<file path="config.mk">
export PLATFORM = sky130hd
export DESIGN_NAME = rr_dff_reg_arbiter
export DESIGN_NICKNAME = d
export VERILOG_FILES = /design/src/rtl/rr_dff_reg_arbiter.sv
export SDC_FILE = /design/constraint.sdc
export NUM_CORES = 1
export LEC_CHECK = 0
export ABC_AREA = 1
export BUFFER_PORTS_ARGS = -buffer_cell sky130_fd_sc_hd__buf_2
export CAP_MARGIN = 20
export CORE_UTILIZATION = 44
export CTS_BUF_LIST = sky130_fd_sc_hd__clkbuf_8
export DETAILED_ROUTE_END_ITERATION = 10
export GPL_ROUTABILITY_DRIVEN = 0
export PLACE_DENSITY = 0.81
export SLEW_MARGIN = 5
export SYNTH_ARGS = -nofsm -noshare
export SYNTH_HDL_FRONTEND = slang
export SYNTH_SLANG_ARGS = --single-unit
</file>
<file path="constraint.sdc">
create_clock -name clk -period 1.8 [get_ports clk]
set_input_delay 0.09 -clock clk [delete_from_list [all_inputs] [get_ports clk]]
set_output_delay 0.09 -clock clk [all_outputs]
set_load 0.1 [all_outputs]
</file>
<file path="src/rtl/rr_dff_reg_arbiter.sv">
`default_nettype none
// ============================================================================
//  Module      : rr_dff_reg_arbiter
//  Description : Round-robin write arbiter sharing one W-bit register among
//                N requesters. One registered grant per 2 cycles, one-cycle
//                acknowledge when the granted write commits.
//  Revision    : 1.0  initial release
// ============================================================================
module rr_dff_reg_arbiter #(
    parameter int N  = 4,
    parameter int W  = 8,
    parameter int IW = 2
) (
    input  logic            clk,
    input  logic            reset,
    input  logic [N-1:0]    req,
    input  logic [N*W-1:0]  wr_data,
    input  logic            freeze,
    output logic [N-1:0]    gnt,
    output logic            ack,
    output logic [IW-1:0]   ack_id,
    output logic [W-1:0]    q,
    output logic [IW-1:0]   owner,
    output logic            busy
);

    typedef enum logic [0:0] {
        IDLE  = 1'b0,
        GRANT = 1'b1
    } state_t;

    // Sum width holds ptr + k for k up to N, i.e. at most 2N-1.
    localparam int          c_SW    = IW + 1;
    localparam logic [c_SW-1:0] c_N    = c_SW'(N);
    localparam logic [IW-1:0]   c_LAST = IW'(N - 1);

    state_t             r_state;
    state_t             w_state_nxt;
    logic [N-1:0]       r_gnt;
    logic               r_ack;
    logic [IW-1:0]      r_ack_id;
    logic [W-1:0]       r_q;
    logic [IW-1:0]      r_owner;
    logic [IW-1:0]      r_ptr;
    logic [IW-1:0]      r_win;

    logic               w_found;
    logic [IW-1:0]      w_win;
    logic [c_SW-1:0]    w_sum;
    logic               w_start;
    logic               w_commit;

    // Scan ptr+1, ptr+2, ... modulo N and take the first active request.
    always_comb begin
        w_found = 1'b0;
        w_win   = '0;
        w_sum   = '0;
        for (int k = 1; k <= N; k++) begin
            w_sum = {1'b0, r_ptr} + c_SW'(k);
            if (w_sum >= c_N) begin
                w_sum = w_sum - c_N;
            end
            if (!w_found && req[w_sum[IW-1:0]]) begin
                w_found = 1'b1;
                w_win   = w_sum[IW-1:0];
            end
        end
    end

    assign w_start  = (r_state == IDLE) && !freeze && w_found;
    assign w_commit = (r_state == GRANT) && req[r_win];

    // Next-state decision: a grant always lasts exactly one cycle.
    always_comb begin
        w_state_nxt = r_state;
        case (r_state)
            IDLE:    if (w_start) w_state_nxt = GRANT;
            GRANT:   w_state_nxt = IDLE;
            default: w_state_nxt = IDLE;
        endcase
    end

    // State register.
    always_ff @(posedge clk) begin
        if (reset) begin
            r_state <= IDLE;
        end else begin
            r_state <= w_state_nxt;
        end
    end

    // Grant, shared register, ownership and round-robin pointer updates.
    always_ff @(posedge clk) begin
        if (reset) begin
            r_gnt    <= '0;
            r_ack    <= 1'b0;
            r_ack_id <= '0;
            r_q      <= '0;
            r_owner  <= '0;
            r_ptr    <= c_LAST;
            r_win    <= '0;
        end else begin
            r_ack <= 1'b0;
            r_gnt <= '0;
            if (w_start) begin
                r_gnt <= N'(1) << w_win;
                r_win <= w_win;
            end
            // A withdrawn request leaves q, owner and the pointer untouched.
            if (w_commit) begin
                r_q      <= wr_data[int'(r_win)*W +: W];
                r_owner  <= r_win;
                r_ptr    <= r_win;
                r_ack    <= 1'b1;
                r_ack_id <= r_win;
            end
        end
    end

    assign gnt    = r_gnt;
    assign ack    = r_ack;
    assign ack_id = r_ack_id;
    assign q      = r_q;
    assign owner  = r_owner;
    assign busy   = (r_state == GRANT);

endmodule
`default_nettype wire

</file>
==> run metrics <==
antenna violations before repair 0; drt pass-1 iters 4; Mapped Avg Cell Area 6.67 sq um; VDD IR max 567 uV; clk root buf clkbuf_8; status finished, final reports clean; total grt overflow 0; most common library cell in the layout ignoring fill and taps buf_2; post-synthesis simple-gate area fraction 0.401; Synth Area in XOR/XNOR 0; leading cell types in the layout, fill and taps excluded buf_2 (56), nor2_1 (45), nand2_1 (33), dfxtp_1 (20), o21ai_0 (16); fin crit period 1.53 ns; crit path DAT 1.69 ns; Horiz. Die Dim 55.7 microns; CTS tree done; leak pwr 0.877 nW; Synth Register Bits 20; RSZ-0062 raised after global routing no; Final Non-Filler Cells 275; Post-synth EDFFs 0; CTS Buf Count 3; DP HPWL 2300 microns; Total Wirelength 2960 microns; GRT Total Usage 0.206; routed length per instance 10.8 microns; dominant cells by area after synthesis dfxtp_1 (32%), nor2_1 (13%), nand2_1 (9.8%), o21ai_0 (6.3%), nand2_2 (5.9%); Worst-path clk slew 0.08 ns; share of layout cells above drive strength 1 0.377; setup bufs post-CTS 0; share of the synthesized area in the top cell type 0.316; Layout Skew 0.00390 ns; Worst EP required 1.96 ns; die area 3100 sq um; Worst-Margin Slew 0.496 ns; Post-synth ARST share 0; CTS sink count 20; Starting Density 0.464; CTS Hold Bufs 0; clk_lat worst skew 0.26 ns; # IOs 57; vias per inst 5.05; Ys Warns 0; largest net degree at the start of global routing 19; final design utilization 0.596; cells after synthesis 190; Longest Clk Path Bufs 2; row count 19; vias 1389; synthesized cell area 1270 sq um; Compound-Gate Fraction of Synth Area 0.175; main combinational cell family by area after synthesis simple AND/OR/NAND/NOR gates; mux contribution to synthesized area 0; startpoint types flip-flop; Adder-Cell Fraction of Synth Area 0; critical path class flip-flop to flip-flop; Inst Count DP 271; fin crit share 0.852; Pwr per Cell Area 918 nW/um^2; Fmax 652 MHz; Antenna Cells 0; Yosys cell types 25; 1st-iter DRT viols 48; post-CTS sizing 0; area grow syn2layout 28.5%; final hold vios 0; detailed-route DRC error count 0; final setup violation count 0; Final Max Tran Viols 0; worst-path fanout max 17; ys flop type dfxtp_1; Layout Nets 284; Critical Path End Type flip-flop; class of the worst hold path primary input to flip-flop; smallest hold slack 0.0699 ns; H-tree depth 1; vias in the first global route 1248; Die H 55.7 microns; Max Cap Violations 0; register area share after synthesis 0.316; setup_tns 0 ns; biggest area consumer among synthesized cells dfxtp_1; Worst slew margin 0.671; Net Count, Synth 229; total core area 2730 sq um; Port Buffer Count 56; ANT nets after route 0; first-pass GRT wire length 5200 microns
==> state kept, by name, indices dropped and copies added (netlist names) <==
name and cells:
owner 2, gnt 4, ack 1, busy 1, r_win 2, q 8, r_ptr 2
==> synth_stat cells (2+ instances only) <==
cell      number
a21oi_1        6
o32ai_1        8
inv_2          3
nand2_1       33
dfxtp_1       20
inv_1         12
nand3_1        3
buf_2          5
buf_4          3
o211ai_1       3
nor2_1        45
nand3_2        6
nand2_2       12
o21ai_1        2
clkbuf_1       2
nand2_4        3
o21ai_0       16
==> worst paths after layout <==
| kind | slack (ns) | to | cells past startpoint | start |
|---|---|---|---|---|
| max | 0.27 | q[7] | 6 | r_win[0] |
| max reg2reg | 0.27 | q[7] | 6 | r_win[0] |
| min | 0.07 | owner[1] | 2 | reset |
| min reg2reg | 0.48 | owner[1] | 2 | owner[1] |
==> worst max-delay path: stages (launching register included) <==
cell	delay, ns
dfxtp_1	0.42
buf_4	0.19
clkinv_1	0.35
nor2_1	0.21
o32ai_1	0.11
nor2_1	0.09
nor2_1	0.05
==> layer usage <==
layer	vias to the layer above	global-route usage	routed length (microns)
li1	720	-	-
met1	632	0.268	1400
met2	32	0.341	1400
met3	5	0.0442	137
met4	0	0.0643	26
met5	-	0	0
==> cell type report <==
cell class                 instances  area (sq um)
fill                             251          1100
multi-input combinational        142           729
timing repair buffer              61           318
sequential                        20           400
inverter                          17          71.3
tap                               31          38.8
clock inverter                     1          30.0
clock buffer                       3          41.3
==> cells by family (layout without fill, tap and decap cells) <==
| group | Yosys count | count (layout) |
|---|---|---|
| simple gates | 106 | 106 |
| buf+inv | 28 | 82 |
| compound gates | 36 | 36 |
| flops | 20 | 20 |
==> through the flow <==
stage	instance area (sq um)	worst slack [ns]	total power, mW
2_1_floorplan	1270	0.164	0.947
3_3_place_gp	1560	0.353	1.05
3_5_place_dp	1560	0.304	1.06
4_1_cts	1630	0.271	1.50
5_1_grt	1630	0.0171	1.58
6_report	1630	0.267	1.50
==> where the power goes <==
part,total (mW),switching (mW),internal (mW),leakage [nW]
registers,0.493,0.0191,0.474,0.163
logic,0.558,0.397,0.160,0.678
clock network,0.445,0.148,0.297,0.0357
total,1.50,0.565,0.931,0.877
Note: power is estimated with default switching activity, not from simulation.
